==> src/rtl/instr_pkg.sv <==
// Shared constants and helpers for the instruction prefetch queue slice.
package instr_pkg;

    localparam int DEFAULT_WORD_SIZE = 8;
    localparam int DEFAULT_DEPTH     = 4;

    // Opcode that a bubble is expected to look like downstream
    localparam logic [7:0] NOP_OPCODE = 8'h00;

    // Occupancy counter width: must be able to represent 0..depth inclusive
    function automatic int cnt_width(input int depth);
        return $clog2(depth + 1);
    endfunction

endpackage

==> src/rtl/instr_prefetch_queue_if.sv <==
// Fetch/control-side bundle of the prefetch queue: handshake in, IR and status out.
import instr_pkg::*;

interface instr_prefetch_queue_if #(
    parameter int WORD_SIZE = DEFAULT_WORD_SIZE,
    parameter int DEPTH     = DEFAULT_DEPTH
);
    localparam int CNT_W = cnt_width(DEPTH);

    logic                 flush;
    logic                 in_valid;
    logic [WORD_SIZE-1:0] in_data;
    logic                 in_ready;
    logic                 ir_load;
    logic [WORD_SIZE-1:0] ir_out;
    logic                 ir_valid;
    logic [CNT_W-1:0]     count;
    logic                 empty;
    logic                 full;

    // Fetch unit and control unit side
    modport master (
        output flush, in_valid, in_data, ir_load,
        input  in_ready, ir_out, ir_valid, count, empty, full
    );

    // Queue side
    modport slave (
        input  flush, in_valid, in_data, ir_load,
        output in_ready, ir_out, ir_valid, count, empty, full
    );

endinterface

==> src/rtl/instr_queue_mem.sv <==
// Storage for queued instruction words: one write port, one asynchronous read port, no reset.
import instr_pkg::*;

module instr_queue_mem #(
    parameter int WORD_SIZE = DEFAULT_WORD_SIZE,
    parameter int DEPTH     = DEFAULT_DEPTH,
    parameter int PTR_W     = $clog2(DEPTH)
) (
    input  logic                 clk,
    input  logic                 we,
    input  logic [PTR_W-1:0]     waddr,
    input  logic [WORD_SIZE-1:0] wdata,
    input  logic [PTR_W-1:0]     raddr,
    output logic [WORD_SIZE-1:0] rdata
);

    logic [WORD_SIZE-1:0] mem [DEPTH];

    // Capture the incoming word into the addressed slot on an accepted write
    always_ff @(posedge clk) begin
        if (we) begin
            mem[waddr] <= wdata;
        end
    end

    assign rdata = mem[raddr];

endmodule

==> src/rtl/instr_prefetch_queue.sv <==
// Circular prefetch queue feeding an instruction register, with flush and occupancy status.
import instr_pkg::*;

module instr_prefetch_queue #(
    parameter int WORD_SIZE = DEFAULT_WORD_SIZE,
    parameter int DEPTH     = DEFAULT_DEPTH
) (
    input logic                    clk,
    input logic                    rst,
    instr_prefetch_queue_if.slave  bus
);

    localparam int PTR_W = $clog2(DEPTH);
    localparam int CNT_W = cnt_width(DEPTH);

    logic [PTR_W-1:0]     wr_ptr;
    logic [PTR_W-1:0]     rd_ptr;
    logic [CNT_W-1:0]     count_q;
    logic [WORD_SIZE-1:0] ir_q;
    logic                 ir_valid_q;
    logic [WORD_SIZE-1:0] rd_data;
    logic                 empty_w;
    logic                 full_w;
    logic                 wr_en;
    logic                 rd_en;

    // Status comes from the counter alone, so pointer equality never needs disambiguating
    assign empty_w = (count_q == '0);
    assign full_w  = (count_q == CNT_W'(DEPTH));

    // Flush wins over both ports; a read needs a queued word, never the one being written
    assign bus.in_ready = !full_w && !bus.flush;
    assign wr_en        = bus.in_valid && bus.in_ready;
    assign rd_en        = bus.ir_load && !empty_w && !bus.flush;

    assign bus.empty    = empty_w;
    assign bus.full     = full_w;
    assign bus.count    = count_q;
    assign bus.ir_out   = ir_q;
    assign bus.ir_valid = ir_valid_q;

    instr_queue_mem #(
        .WORD_SIZE (WORD_SIZE),
        .DEPTH     (DEPTH),
        .PTR_W     (PTR_W)
    ) u_mem (
        .clk   (clk),
        .we    (wr_en),
        .waddr (wr_ptr),
        .wdata (bus.in_data),
        .raddr (rd_ptr),
        .rdata (rd_data)
    );

    // Pointers, occupancy and instruction register; flush discards the queue but keeps the IR word
    always_ff @(posedge clk or negedge rst) begin
        if (!rst) begin
            wr_ptr     <= '0;
            rd_ptr     <= '0;
            count_q    <= '0;
            ir_q       <= '0;
            ir_valid_q <= 1'b0;
        end else if (bus.flush) begin
            wr_ptr     <= '0;
            rd_ptr     <= '0;
            count_q    <= '0;
            ir_valid_q <= 1'b0;
        end else begin
            if (wr_en) begin
                wr_ptr <= wr_ptr + 1'b1;
            end
            if (rd_en) begin
                rd_ptr     <= rd_ptr + 1'b1;
                ir_q       <= rd_data;
                ir_valid_q <= 1'b1;
            end else if (bus.ir_load) begin
                ir_valid_q <= 1'b0;
            end
            case ({wr_en, rd_en})
                2'b10:   count_q <= count_q + 1'b1;
                2'b01:   count_q <= count_q - 1'b1;
                default: count_q <= count_q;
            endcase
        end
    end

endmodule

==> src/flat_wrapper.sv <==
// flat-port wrapper written by rule: the top's interface ports become plain ports
module instr_prefetch_queue_flat 
#(
    parameter int WORD_SIZE = DEFAULT_WORD_SIZE,
    parameter int DEPTH     = DEFAULT_DEPTH
)
  (clk, rst, bus_flush, bus_in_valid, bus_in_data, bus_ir_load, bus_in_ready, bus_ir_out, bus_ir_valid, bus_count, bus_empty, bus_full);
  instr_prefetch_queue_if #(.WORD_SIZE(WORD_SIZE), .DEPTH(DEPTH)) bus_i ();
  input logic clk;
  input logic rst;
  input wire logic [$bits(bus_i.flush)-1:0] bus_flush;
  input wire logic [$bits(bus_i.in_valid)-1:0] bus_in_valid;
  input wire logic [$bits(bus_i.in_data)-1:0] bus_in_data;
  input wire logic [$bits(bus_i.ir_load)-1:0] bus_ir_load;
  output wire logic [$bits(bus_i.in_ready)-1:0] bus_in_ready;
  output wire logic [$bits(bus_i.ir_out)-1:0] bus_ir_out;
  output wire logic [$bits(bus_i.ir_valid)-1:0] bus_ir_valid;
  output wire logic [$bits(bus_i.count)-1:0] bus_count;
  output wire logic [$bits(bus_i.empty)-1:0] bus_empty;
  output wire logic [$bits(bus_i.full)-1:0] bus_full;
  assign bus_i.flush = bus_flush;
  assign bus_i.in_valid = bus_in_valid;
  assign bus_i.in_data = bus_in_data;
  assign bus_i.ir_load = bus_ir_load;
  assign bus_in_ready = bus_i.in_ready;
  assign bus_ir_out = bus_i.ir_out;
  assign bus_ir_valid = bus_i.ir_valid;
  assign bus_count = bus_i.count;
  assign bus_empty = bus_i.empty;
  assign bus_full = bus_i.full;
  instr_prefetch_queue #(.WORD_SIZE(WORD_SIZE), .DEPTH(DEPTH)) u_core (.clk(clk), .rst(rst), .bus(bus_i));
endmodule
==> config.mk <==
export PLATFORM = sky130hd
export DESIGN_NAME = instr_prefetch_queue_flat
export DESIGN_NICKNAME = d
export VERILOG_FILES = /design/src/rtl/instr_pkg.sv /design/src/rtl/instr_prefetch_queue_if.sv /design/src/rtl/instr_queue_mem.sv /design/src/rtl/instr_prefetch_queue.sv /design/src/flat_wrapper.sv
export SDC_FILE = /design/constraint.sdc
export NUM_CORES = 1
export LEC_CHECK = 0
export CAP_MARGIN = 40
export CORE_MARGIN = 5
export CORE_UTILIZATION = 50
export CTS_CLUSTER_SIZE = 20
export DETAILED_ROUTE_END_ITERATION = 8
export PLACE_DENSITY = 0.74
export SLEW_MARGIN = 20
export SYNTH_ARGS = -nofsm -noshare
export SYNTH_HDL_FRONTEND = slang
export SYNTH_SLANG_ARGS = --single-unit
==> constraint.sdc <==
create_clock -name clk -period 2.5 [get_ports clk]
set_input_delay 0.25 -clock clk [delete_from_list [all_inputs] [get_ports clk]]
set_output_delay 0.25 -clock clk [all_outputs]
set_load 0.005 [all_outputs]
==> impl_results.md <==
- Status: completed
- Total Wirelength: around 3.6 mm
- DIE HEIGHT: 74.6 um
- H-tree levels: 2
- Mapped Cells: ~130
- Sw Ratio: 0.243
- Main synth FF type: edfxtp_1
- Remaining DRCs: 0
- Multi-input logic area: about 660 sq um
- Clk pwr share: 0.226
- Hold buffers post-CTS: 0
- Slew Limit Fails: 0
- Layout area overhead: 19.3%
- Final min period: roughly 2.1 ns
- Flops & latches, synth: 48
- Flop pwr share: 0.544
- Top cell type's share of synthesized area: 0.460
- Pwr dens: between 700 and 800 nW/um^2
- Final-stage net count: between 150 and 200
- Setup Buffers After CTS: 0
- Leakage: 0.883 nW
- Initial Util: 0.518
- HP Class: input port to asynchronous set/reset pin
- Fin crit share: 0.843
- Cell Area, Synth: 2090 sq um
- Pre-antenna DRT Iters: 4
- Gr ovfl total: 0
- NetSw: between 0.4 and 0.5 mW
- Slew @ Worst Pin: around 0.57 ns
- Async SR Flop Fraction: 0.333
- Gate power share: 0.230
- Critical path class: flop to output pin
- Netlist cell types: 36
- Post-synth EDFFs: 32
- Wirelength per Cell: roughly 17 um
- Yosys warns: 0
- Crit start category: flop
- Cell-internal power: about 1.4 mW
- Worst VDD drop: slightly above 0.4 mV
- Die width: about 75 um
- Detailed-route via count: 1182
- CTS tree: yes
- Worst slew margin: 0.620
- Worst Clk Skew: 0.00206 ns
- CP cell instances: nor3b_2 -> clkdlybuf4s50_1
- CP peak stage delay: 0.58 ns
- Crit end category: output pin
- Final-report hold violation count: 0
- Area leader, netlist: edfxtp_1
- Gpl congestion: 0.772
- Area contributors post-synth: edfxtp_1 (46%), dfrtp_1 (19%), mux4_2 (8.6%), mux2_2 (4.9%), ha_1 (2.4%)
- Post-Syn Area per Cell: 16.2 sq um
- Worst skew pair latency: slightly below 0.3 ns
- Row Count: 23
- Register Area: between 1000 and 1500 sq um
- Fmax: approximately 0.47 GHz
- Antenna fix cells: 0
- Commonest non-fill, non-tap cell in the layout: edfxtp_1
- Number of global-route vias before repair: ~1200
- Largest net degree at the start of global routing: 17
- Final core utilization: 0.618
- Filler Cell Count: roughly 320
- Port Buf Inserts: 27
- Endpoints failing setup: 0
- Worst EP required: around 2.3 ns
- First-pass GRT wire length: roughly 6 mm
- Register area share after synthesis: 0.652
- Initial antenna violation count: 0
- Via/cell ratio: 5.63
- Total core area: roughly 4000 sq um
- Syn_nets: roughly 150
- DP HPWL: 2.58 mm
- RSZ-0062 raised after global routing: false
- Clock-pin slew on the worst setup and hold paths: 0.08 ns
- TNS Setup: 0 ns
- Worst Path Max Fanout: 13
- Sink Count: 48
- Arrival @ worst endpoint: around 1.9 ns
- Slowest-stage cell, CP: dfrtp_1
- Post-CTS Resized: 0
- CTS Buffer Depth: 2
- Initial DRC Count: 79
- Total GRT Usage: 0.150
- DIE AREA: about 5600 sq um
- Root buf cell: clkbuf_8
- Total CTS buffers: 5
- Post-route ant nets: 0
- Layout cells sized above 1: 0.188
- I/O pin cnt: 28
- Most frequent cells in the layout: edfxtp_1 (32), clkdlybuf4s50_1 (27), dfrtp_1 (16), mux2_2 (9), mux4_2 (8)
- Number of max-cap violations: 0
==> synth_stat cells (2+ instances only) <==
master / n
edfxtp_1: 32
dfrtp_1: 16
mux2_2: 9
mux4_2: 8
a21oi_1: 6
nor2_1: 6
and2_1: 5
buf_4: 4
ha_1: 4
inv_1: 4
nand2b_1: 4
buf_2: 2
nand3b_1: 2
nor3_1: 2
o22ai_1: 2
or3_1: 2
xor2_1: 2
==> per-layer routing <==
| layer | GRT usage | wire [um] | part of all wire |
|---|---|---|---|
| met5 | 0 | 0 | 0 |
| met4 | 0.0553 | 53 | 0.015 |
| met3 | 0.0427 | 176 | 0.048 |
| met2 | 0.237 | 1840 | 0.51 |
| met1 | 0.199 | 1570 | 0.43 |
==> logic make-up after synthesis <==
kind of cell / after synthesis / share of synthesized area
adder cells (fa/ha/maj): 5 / 0.0336
AND/OR/NAND/NOR: 28 / 0.0851
buffers and inverters: 12 / 0.0300
multiplexers: 17 / 0.135
XOR/XNOR: 3 / 0.0126
AO/OA/AOI/OAI: 16 / 0.0521
flip-flops: 48 / 0.652
==> worst max-delay path: cells and delay by family (launching register included) <==
family	cells	cell delay (ns)
flops	1	0.58
buf+inv	1	0.57
simple gates	1	0.41
==> area by class of cell <==
type | count | share of cell area
multi-input cells | 69 | 0.267
inverters | 4 | 0.00603
clock inverters | 1 | 0.00151
well taps | 50 | 0.0251
clock buffers | 7 | 0.0306
repair buffers | 31 | 0.124
flip-flops and latches | 48 | 0.546
==> final timing paths <==
kind | startpoint | endpoint | slack [ns] | cells after the start
setup / recovery | u_core.bus.count[2]$_DFFE_PN0P_ | bus_full | 0.39 | 2
hold / removal | rst | u_core.bus.ir_out[7]$_DFFE_PN0P_ | 0.21 | 1
setup reg to reg | u_core.bus.count[1]$_DFFE_PN0P_ | u_core.bus.count[1]$_DFFE_PN0P_ | 0.45 | 5
hold reg to reg | u_core.bus.ir_out[0]$_DFFE_PN0P_ | u_core.bus.ir_out[0]$_DFFE_PN0P_ | 0.51 | 1
max in group asynchronous | rst | u_core.bus.count[0]$_DFFE_PN0P_ | 1.90 | 2
min in group clk | u_core.bus.ir_out[0]$_DFFE_PN0P_ | u_core.bus.ir_out[0]$_DFFE_PN0P_ | 0.51 | 1
==> power by group through the flow <==
stage	registers [mW]	logic (mW)	clock network, mW
detailed placement	1.05	0.438	0
finish	1.03	0.434	0.426
global placement	1.04	0.431	0
global route	1.05	0.474	0.470
CTS	1.03	0.441	0.436
floorplan	1.02	0.231	0
==> registers in the layout (all words and copies together) (netlist names) <==
| register | flops |
|---|---|
| u_core.bus.count | 3 |
| u_core.bus.ir_out | 8 |
| u_core.bus.ir_valid | 1 |
| u_core.rd_ptr | 2 |
| u_core.u_mem.mem | 32 |
| u_core.wr_ptr | 2 |
==> metrics by stage <==
stage          cells  total power [mW]  instance area, sq um  hold slack, ns  setup WS, ns
2_1_floorplan    129              1.25                  2090         -0.0456         0.585
3_3_place_gp     201              1.47                  2400           0.487         0.325
3_5_place_dp     201              1.49                  2400           0.501         0.196
4_1_cts          209              1.91                  2480           0.430         0.379
5_1_grt          210              1.99                  2490           0.213         0.232
6_report         210              1.89                  2490           0.214         0.392
Power figures use the tool's default switching activity.
